**src/rtl/alu_seq.sv**
```systemverilog
// alu_seq: multi-cycle sequencer in front of the shared 8-bit ALU.
// A request is latched in IDLE and sent through the ALU in EXEC. Decimal
// ADC/SBC make a second pass in ADJ that applies the BCD nibble correction
// through the same adder. Result and flags are registered and held until
// the next done pulse.
module alu_seq (
   input  logic       clk,
   input  logic       rst_n,
   input  logic       start,
   input  logic [2:0] req_op,
   input  logic [7:0] req_a,
   input  logic [7:0] req_b,
   input  logic       req_ci,
   input  logic       req_sub,
   input  logic       req_dec,
   output logic [7:0] alu_ai,
   output logic [7:0] alu_bi,
   output logic       alu_ci,
   output logic [2:0] alu_op,
   input  logic [7:0] alu_out,
   input  logic       alu_c,
   input  logic       alu_v,
   input  logic       alu_dc,
   input  logic       alu_dhc,
   output logic       busy,
   output logic       done,
   output logic [7:0] result,
   output logic       c_out,
   output logic       n_out,
   output logic       z_out,
   output logic       v_out
);

   // Shared ALU op encoding: AI=0, ADC=1, ROL=2, ROR=3, ORA=4, EOR=5, AND=6.
   // Only ADC needs to be recognised here; every other op passes through.
   localparam logic [2:0] ALU_ADC = 3'd1;

   typedef enum logic [1:0] {IDLE, EXEC, ADJ, DONE} state_t;

   state_t     state;

   // Latched request
   logic [2:0] op_q;
   logic [7:0] a_q;
   logic [7:0] b_q;
   logic       ci_q;
   logic       sub_q;
   logic       dec_q;

   // First-pass results kept for the decimal correction pass
   logic [7:0] s1;
   logic       c1;
   logic       v1;
   logic       dc1;
   logic       dhc1;
   logic       hc1;

   logic       hc_bin;
   logic [7:0] adj_add;
   logic [7:0] adj_sub;

   // Decimal add correction: +6 on each digit that overflowed past 9.
   function automatic logic [7:0] bcd_add_fix(input logic hi, input logic lo);
      return {hi ? 4'h6 : 4'h0, lo ? 4'h6 : 4'h0};
   endfunction

   // Decimal subtract correction: -6 on each digit that borrowed.
   function automatic logic [7:0] bcd_sub_fix(input logic hi_c, input logic lo_c);
      return {hi_c ? 4'h0 : 4'h6, lo_c ? 4'h0 : 4'h6};
   endfunction

   assign adj_add = bcd_add_fix(dc1 | c1, dhc1 | hc1);
   assign adj_sub = bcd_sub_fix(c1, hc1);

   // Carry into bit 4 of the binary sum; only meaningful while in EXEC.
   assign hc_bin = alu_out[4] ^ alu_ai[4] ^ alu_bi[4];

   // ALU drive: latched request, except the correction pass in ADJ.
   always_comb begin
      alu_op = op_q;
      alu_ai = a_q;
      alu_bi = sub_q ? ~b_q : b_q;
      alu_ci = ci_q;
      if (state == ADJ) begin
         alu_op = ALU_ADC;
         alu_ai = s1;
         if (sub_q) begin
            alu_bi = ~adj_sub;
            alu_ci = 1'b1;
         end else begin
            alu_bi = adj_add;
            alu_ci = 1'b0;
         end
      end
   end

   // Sequencer state, request latch, pass registers and registered outputs.
   always_ff @(posedge clk or negedge rst_n) begin
      if (!rst_n) begin
         state  <= IDLE;
         op_q   <= 3'd0;
         a_q    <= 8'h00;
         b_q    <= 8'h00;
         ci_q   <= 1'b0;
         sub_q  <= 1'b0;
         dec_q  <= 1'b0;
         s1     <= 8'h00;
         c1     <= 1'b0;
         v1     <= 1'b0;
         dc1    <= 1'b0;
         dhc1   <= 1'b0;
         hc1    <= 1'b0;
         busy   <= 1'b0;
         done   <= 1'b0;
         result <= 8'h00;
         c_out  <= 1'b0;
         n_out  <= 1'b0;
         z_out  <= 1'b0;
         v_out  <= 1'b0;
      end else begin
         case (state)
            IDLE: begin
               if (start) begin
                  op_q  <= req_op;
                  a_q   <= req_a;
                  b_q   <= req_b;
                  ci_q  <= req_ci;
                  sub_q <= req_sub;
                  dec_q <= req_dec;
                  busy  <= 1'b1;
                  state <= EXEC;
               end
            end
            EXEC: begin
               s1   <= alu_out;
               c1   <= alu_c;
               v1   <= alu_v;
               dc1  <= alu_dc;
               dhc1 <= alu_dhc;
               hc1  <= hc_bin;
               if (op_q == ALU_ADC && dec_q) begin
                  state <= ADJ;
               end else begin
                  result <= alu_out;
                  c_out  <= alu_c;
                  v_out  <= alu_v;
                  n_out  <= alu_out[7];
                  z_out  <= (alu_out == 8'h00);
                  busy   <= 1'b0;
                  done   <= 1'b1;
                  state  <= DONE;
               end
            end
            ADJ: begin
               // Add keeps any decimal carry from the first pass; subtract
               // reports the binary borrow of the first pass.
               result <= alu_out;
               c_out  <= sub_q ? c1 : (c1 | dc1);
               v_out  <= v1;
               n_out  <= alu_out[7];
               z_out  <= (alu_out == 8'h00);
               busy   <= 1'b0;
               done   <= 1'b1;
               state  <= DONE;
            end
            DONE: begin
               // A start seen here is dropped; acceptance resumes in IDLE.
               done  <= 1'b0;
               state <= IDLE;
            end
            default: begin
               busy  <= 1'b0;
               done  <= 1'b0;
               state <= IDLE;
            end
         endcase
      end
   end

endmodule
```
**config.mk**
```make
export PLATFORM = sky130hd
export DESIGN_NAME = alu_seq
export DESIGN_NICKNAME = d
export VERILOG_FILES = /design/src/rtl/alu_seq.sv
export SDC_FILE = /design/constraint.sdc
export NUM_CORES = 1
export LEC_CHECK = 0
export CORE_UTILIZATION = 40
export CTS_BUF_LIST = sky130_fd_sc_hd__clkbuf_16
export DETAILED_ROUTE_END_ITERATION = 8
export PLACE_DENSITY_LB_ADDON = 0.1
export SKIP_LAST_GASP = 1
export SYNTH_ARGS = -nofsm -noshare
export SYNTH_HDL_FRONTEND = slang
export SYNTH_SLANG_ARGS = --single-unit
```
**constraint.sdc**
```tcl
create_clock -name clk -period 5.8 [get_ports clk]
set_clock_uncertainty 0.15 [all_clocks]
set_input_delay 1.45 -clock clk [delete_from_list [all_inputs] [get_ports clk]]
set_output_delay 1.45 -clock clk [all_outputs]
set_load 0.01 [all_outputs]
```
-- Yosys cells after proc, flatten, opt, wreduce, memory -nomap -nowiden
Cells that the tools add are included.
- bits of input ports: 37
- bits in registers: 51
- reductions and logical operators: 10
- equality and inequality tests: 6
- mux-type cells: 30
- bitwise logic cells: 6
- operators by type and width (kind ; number):
    8-bit 2-to-1 mux ; 5
    8-bit case mux with 2 select lines ; 1
    3-bit 2-to-1 mux ; 5
    1-bit 2-to-1 mux ; 11
    8-bit logical NOT ; 1
    7-bit inverter with 8-bit output ; 1
    8-bit inverter ; 1
    1-bit case mux with 2 select lines ; 4
    2-bit case mux with 4 select lines ; 1
    1-bit case mux with 3 select lines ; 2
    2-bit AND reduction ; 3
    3-bit nonzero test ; 2
    2-bit equality test (second input constant) ; 2
    2-bit inequality test (second input constant) ; 2
    3-bit by 1-bit equality test with 1-bit output (second input constant) ; 1
    3-bit AND reduction ; 1
    2-bit by 1-bit equality test with 1-bit output (second input constant) ; 1
    2-bit logical NOT ; 1
    2-bit 2-to-1 mux ; 1
    1-bit bitwise OR ; 2
    2-bit nonzero test ; 1
    1-bit bitwise XOR ; 2
    1-bit logical AND ; 1

-- Longest topological paths before layout
Gate-level depths: netlist of the first run.
- depth after elaboration: 5
- depth in mapped cells: 8
- depth with buffers taken out: 6

-- Least setup slack after synthesis of the first run
No wires, ideal clock.
- path kind: register to output
- start point: register state[0]
- end point: output alu_ai[6]
- required time: 4.200 ns
- stages on the path, launching flop included: 6
- path slack: 2.767 ns
- data arrival time: 1.433 ns
- cells stage by stage: dfrtp_1 > inv_1 > ha_1 > buf_2 > clkbuf_1 > mux2_2
- word-level cells in the longest chain between the ends: 2
- RTL lines (item ; RTL line ; text):
    start, declared ; 40 ; state_t state;
    start signal, assigned ; 100 ; state <= IDLE;
    start signal, assigned ; 131 ; state <= EXEC;
    start signal, assigned ; 142 ; state <= ADJ;
    2-bit equality test ; 84 ; if (state == ADJ) begin
    8-bit 2-to-1 mux ; 84 ;
    end, declared ; 16 ; output logic [7:0] alu_ai,
Every way passes these cells.

-- Worst setup path in the final report of the first run
- start point: register state[0]
- end point: output alu_bi[6]
- word-level cells in the longest chain between the ends: 2
- RTL lines (item ; RTL line ; text):
    2-bit equality test ; 84 ;
    8-bit 2-to-1 mux ; 84 ;
    end, declared ; 17 ; output logic [7:0] alu_bi,
Every way passes these cells.

==> results.cfg, run 1 <==
[timing]
setup_ws_ns = 1.45
finalCritPeriodShare_pct = 75.0
grt_setup_unrepaired = false
timing.max_slew.rel_slack_pct = 34.1
fmaxAchievable_mhz = 230
finalSetupViolations = 0
period_minus_slack_ns = 4.35
worst_slew_pin_slew_ns = 0.986
final-hold-violation-count = 0
timing.setup.tns_ns = 0
report.final.slew_viol_count = 0

[clocking]
clkTransAtPathRegs_ns = 0.06
clock_latency_ns = 0.28
postCtsResizedCells = 0
number_of_buffers_inserted_during_clock_tree_synthesis = 5
cts-root-buf = sky130_fd_sc_hd__clkbuf_16
cts_max_path_buffers = 2
cts_htree_levels = 2
post-cts-setup-buffer-count = 0
cts_tree = done
numClockSinks = 50
cts_hold_buf = 0

[drt]
initialDrtViolationCount = 13
vias_per_cell = 4.82
detail-route-antenna-nets = 0
route.detailed.drc = 0
drt-total-wl_um = 4460
firstDrtPassIters = 6
wl_per_cell_um = 14.3
vias = 1509

[place]
finalWeightedCongestion = 0.677
buffer_ports.inserted = 70
pre_cts_slack_ns = 1.68
place.detailed.hpwl_um = 3070

[global_routing]
global_route_wire_length_before_repair_um = 7640
largest_net_degree_at_the_start_of_global_routing = 51
grt_pass1_vias = 1658
groute.usage.overall_pct = 16.1
antenna_violations_before_repair = 0
globalRouteOverflowTotal = 0

[yosys]
ys.flop_type = sky130_fd_sc_hd__dfrtp_1
synth.cell_area_um2 = 2350
synthesis.instances = 172
synth-edff-count = 0
synth.ff_latch_count = 50
synth.yosys.seq_area_share_pct = 53.3
syn_avg_cell_area_um2 = 13.7
synth_fp_nets = 215
async_reset_ff_share_pct = 100
ys_warn_count = 0
distinct_cells_synth = 26

[finish]
fillers = 471
num-nets-final = 283
diodes = 0
mostFrequentLayoutCell = sky130_fd_sc_hd__clkdlybuf4s50_1
post_route_cells_drive_above_1_share_pct = 26.1
layout_common_cells = sky130_fd_sc_hd__clkdlybuf4s50_1 (69), sky130_fd_sc_hd__dfrtp_1 (50), sky130_fd_sc_hd__mux2_2 (48), sky130_fd_sc_hd__xnor2_1 (8), sky130_fd_sc_hd__o21ai_0 (8)
area.growth.synth_to_final_pct = 38.3

[die]
ioPinCount = 71
die_w_um = 78.6
floorplan.die_area_um2 = 6180
initial_core_util_pct = 42.1
fp.coreArea_um2 = 5570
die_height_um = 78.6
num_rows = 27

[critical_path]
r2r.worst_path.cells = 5
required_ns = 4.20
critical_path.reg2reg.startpoint = state[0]
critical_path_class = flop to output pin
critical_path_arrival_ns = 2.75
slack_of_the_worst_reg_to_reg_path_ns = 3.27
worst_setup_path_startpoint = state[0]
cp-start-kind = flop
endpoint = alu_bi[6]
critPathMaxFanout = 25
r2r-end = hc1
end_kind = output pin

[power]
p_per_area_nw_per_um2 = 626
p_leak_nw = 1.37
irDropWorstVdd_uv = 289
total_power_mw = 2.03

[outcome]
outcome = completed

[hold_path]
hold_path.class = flop to flop

[flow_run]
maxCapViolations = 0
worst max-delay path, stage by stage (launching register included):
cell	delay (ns)
sky130_fd_sc_hd__dfrtp_1	0.45
sky130_fd_sc_hd__inv_1	0.13
sky130_fd_sc_hd__ha_1	0.80
sky130_fd_sc_hd__o21ai_0	0.36
sky130_fd_sc_hd__o21ai_0	0.17
sky130_fd_sc_hd__clkdlybuf4s50_1	0.56
registers in the layout (all words and copies together), names as in the netlist:
| name | flops |
|---|---|
| s1 | 8 |
| v1 | 1 |
| result | 8 |
| busy | 1 |
| ci_q | 1 |
| z_out | 1 |
| dhc1 | 1 |
| sub_q | 1 |
| op_q | 3 |
| b_q | 8 |
| hc1 | 1 |
| c1 | 1 |
| done | 1 |
| c_out | 1 |
| v_out | 1 |
| state | 2 |
| a_q | 8 |
| dec_q | 1 |
| dc1 | 1 |
how the worst min path moves through the flow:
stage / to / cells after the start / start / slack, ns
CTS: c_out / 1 / c_out / 0.34
global route: s1[0] / 1 / s1[0] / 0.38
detailed placement: c_out / 1 / c_out / 0.32
floorplan: dc1 / 1 / dc1 / 0.32
finish: z_out / 2 / z_out / 0.33
global placement: c_out / 1 / c_out / 0.31
Yosys cell counts, drive strengths merged, types with 2 or more instances:
cell     n  area share, %
mux2    52             26
dfrtp   50             53
buf      9            2.3
o21ai    8            1.7
xnor2    8            3.0
ha       6            3.2
nand2b   5            1.3
nor2b    5            1.3
a21oi    4           0.85
nand2    4           0.64
nor2     4           0.64
inv      3           0.48
a21o     2           0.96
mux2i    2           0.85
nor4     2           0.53
o31ai    2           0.64
cells by family (layout without fill, tap and decap cells):
kind of cell	after synthesis	count (layout)	share of synthesized area (%)
mux	54	54	26.4
flops	50	50	53.3
simple gates	23	23	5.75
compound gates	17	17	4.48
buf+inv	13	82	2.93
xor+xnor	9	9	3.94
fa+ha+maj	6	6	3.20
metrics by stage:
step	hold slack, ns	instance area [µm²]	utilization [%]	std cells
2_1_floorplan	0.323	2350	-	172
3_3_place_gp	0.312	3080	55.3	305
3_5_place_dp	0.324	3080	55.3	305
4_1_cts	0.339	3250	58.2	313
5_1_grt	0.377	3250	58.2	313
6_report	0.334	3250	58.2	313
cell type report:
cell class | instances | area (µm²) | area share [%]
Clock inverter | 3 | 37.5 | 1.16
Timing Repair Buffer | 71 | 703 | 21.7
Sequential cell | 50 | 1250 | 38.5
Inverter | 3 | 11.3 | 0.347
Tap cell | 72 | 90.1 | 2.77
Multi-Input combinational cell | 109 | 1030 | 31.7
Clock buffer | 5 | 125 | 3.85
power breakdown:
group	total [mW]	leakage (nW)	internal [mW]	switching, mW
clock network	0.319	0.0864	0.200	0.119
registers	0.640	0.588	0.528	0.112
logic	1.07	0.692	0.670	0.402
per-layer routing:
layer / vias up / global-route usage, % / wire length, µm
met1: 727 / 19.9 / 2070
met4: 0 / 5.56 / 55
li1: 731 / - / -
met5: - / 0 / 0
met2: 44 / 27.2 / 2120
met3: 7 / 3.84 / 212
Power figures use the tool's default switching activity.
==> run 2: changes to the inputs <==
- clock period: 5.8 -> 3.7 ns (I/O delays scaled with it)
==> run 2 against run 1 <==
Utilization is 0.58 points higher. Largest cell class unchanged. Count of clock-buffer cells in the layout stayed put. Sequential cell count stayed put. Cell area is 1.0% higher. Critical path depth is 1 higher. Clock power is 59% higher. Largest power group unchanged. Die area stayed put. Routed wire length is 3.5% higher. Sequential share of layout area is 0.38 points lower.
==> results.cfg, run 2 (synthesized netlist as in run 1, its figures left out) <==
[finish]
diodes = 0
num-nets-final = 287
area.growth.synth_to_final_pct = 39.6
mostFrequentLayoutCell = sky130_fd_sc_hd__clkdlybuf4s50_1
area.sequential_um2 = 1250
layout_common_cells = sky130_fd_sc_hd__clkdlybuf4s50_1 (69), sky130_fd_sc_hd__dfrtp_1 (50), sky130_fd_sc_hd__mux2_2 (48), sky130_fd_sc_hd__xnor2_1 (8), sky130_fd_sc_hd__o21ai_0 (8)
fillers = 479
post_route_cells_drive_above_1_share_pct = 28.2
multiInputGateArea_um2 = 1030

[drt]
detail-route-antenna-nets = 0
route.detailed.drc = 0
firstDrtPassIters = 4
vias_per_cell = 4.70
initialDrtViolationCount = 64
wl_per_cell_um = 14.6
vias = 1490
drt-total-wl_um = 4620

[power]
comb_power_share_pct = 53.1
p_leak_nw = 1.38
p_sw_mw = 1.01
seq_power_share_pct = 31.1
intPower_mw = 2.21
power_switching_share_pct = 31.3
irDropWorstVdd_uv = 594
p_per_area_nw_per_um2 = 980
total_power_mw = 3.22
clockPowerShare_pct = 15.7

[critical_path]
endpoint = alu_bi[4]
critical_path.reg2reg.startpoint = state[1]
slack_of_the_worst_reg_to_reg_path_ns = 1.45
critPathMaxFanout = 10
r2r-end = result[0]
required_ns = 2.62
critical_path_arrival_ns = 2.13
worst_setup_path_startpoint = state[0]
critical_path_class = flop to output pin
cp-start-kind = flop
end_kind = output pin
r2r.worst_path.cells = 5

[timing]
holdWs_ns = 0.336
finalSetupViolations = 0
period_minus_slack_ns = 3.21
grt_setup_unrepaired = false
timing.setup.tns_ns = 0
finalCritPeriodShare_pct = 86.7
worst_slew_pin_slew_ns = 0.902
final-hold-violation-count = 0
timing.max_slew.rel_slack_pct = 39.9
fmaxAchievable_mhz = 312
report.final.slew_viol_count = 0

[die]
ioPinCount = 71
die_w_um = 78.6
num_rows = 27
initial_core_util_pct = 42.1
die_height_um = 78.6
floorplan.die_area_um2 = 6180
fp.coreArea_um2 = 5570

[global_routing]
grt_pass1_vias = 1624
largest_net_degree_at_the_start_of_global_routing = 41
global_route_wire_length_before_repair_um = 7690
globalRouteOverflowTotal = 0
groute.usage.overall_pct = 16.2
antenna_violations_before_repair = 0

[clocking]
cts_hold_buf = 0
cts-root-buf = sky130_fd_sc_hd__clkbuf_16
cts_htree_levels = 2
clkTransAtPathRegs_ns = 0.06
cts_tree = done
cts_max_path_buffers = 2
post-cts-setup-buffer-count = 0
number_of_buffers_inserted_during_clock_tree_synthesis = 5
postCtsResizedCells = 0
numClockSinks = 50
clock_latency_ns = 0.28

[place]
buffer_ports.inserted = 70
finalWeightedCongestion = 0.680
place.detailed.hpwl_um = 3310

[flow_run]
maxCapViolations = 0

[hold_path]
hold_path.class = flop to flop

[outcome]
outcome = completed
## run 2: cell count changes in the layout (fill, tap and decap cells not counted), sizes merged
cell / delta
buf: +4
clkinv: +2
inv: -2
## run 2: worst min-delay path by stage
| stage | startpoint | to | slack, ns | depth (start not counted) |
|---|---|---|---|---|
| floorplan | dc1 | dc1 | 0.32 | 1 |
| global placement | c_out | c_out | 0.31 | 1 |
| detailed placement | c_out | c_out | 0.32 | 1 |
| CTS | c_out | c_out | 0.34 | 1 |
| global route | dhc1 | dhc1 | 0.37 | 1 |
| finish | z_out | z_out | 0.34 | 2 |
## run 2: per-stage QoR
stage / area (µm²) / utilization (%) / setup slack, ns / cells
6_report: 3280 / 58.8 / 0.493 / 317
5_1_grt: 3280 / 58.8 / 0.381 / 317
4_1_cts: 3280 / 58.8 / 0.478 / 317
3_5_place_dp: 3110 / 55.9 / 0.794 / 309
3_3_place_gp: 3110 / 55.9 / 0.801 / 309
2_1_floorplan: 2350 / - / 1.19 / 172
## run 2: cell type report
cell class,instances,share of cell area [%]
clock buffers,5,3.82
repair buffers,75,22.4
multi-input cells,109,31.4
well taps,72,2.75
inverters,3,0.343
flip-flops and latches,50,38.2
clock inverters,3,1.22
## run 2: metal layers
layer	share of wire [%]	global-route usage (%)
met1	44	20.1
met2	50	28.0
met3	4.9	3.49
met4	1.0	5.00
met5	0	0
## run 2: power by group through the flow
stage	logic (mW)	registers [mW]	clock network, mW
after detailed placement	1.73	1.02	0
final	1.71	1.00	0.506
after global routing	1.85	1.04	0.546
after global placement	1.73	1.01	0
after CTS	1.74	1.00	0.526
after floorplan	1.04	0.984	0
## run 2: worst max-delay path: stages, from the launching register on
cell and delay (ns):
sky130_fd_sc_hd__dfrtp_1 0.43, sky130_fd_sc_hd__inv_1 0.11, sky130_fd_sc_hd__ha_1 0.22, sky130_fd_sc_hd__buf_4 0.17, sky130_fd_sc_hd__nand2b_1 0.15, sky130_fd_sc_hd__xnor2_1 0.19, sky130_fd_sc_hd__clkdlybuf4s50_1 0.57
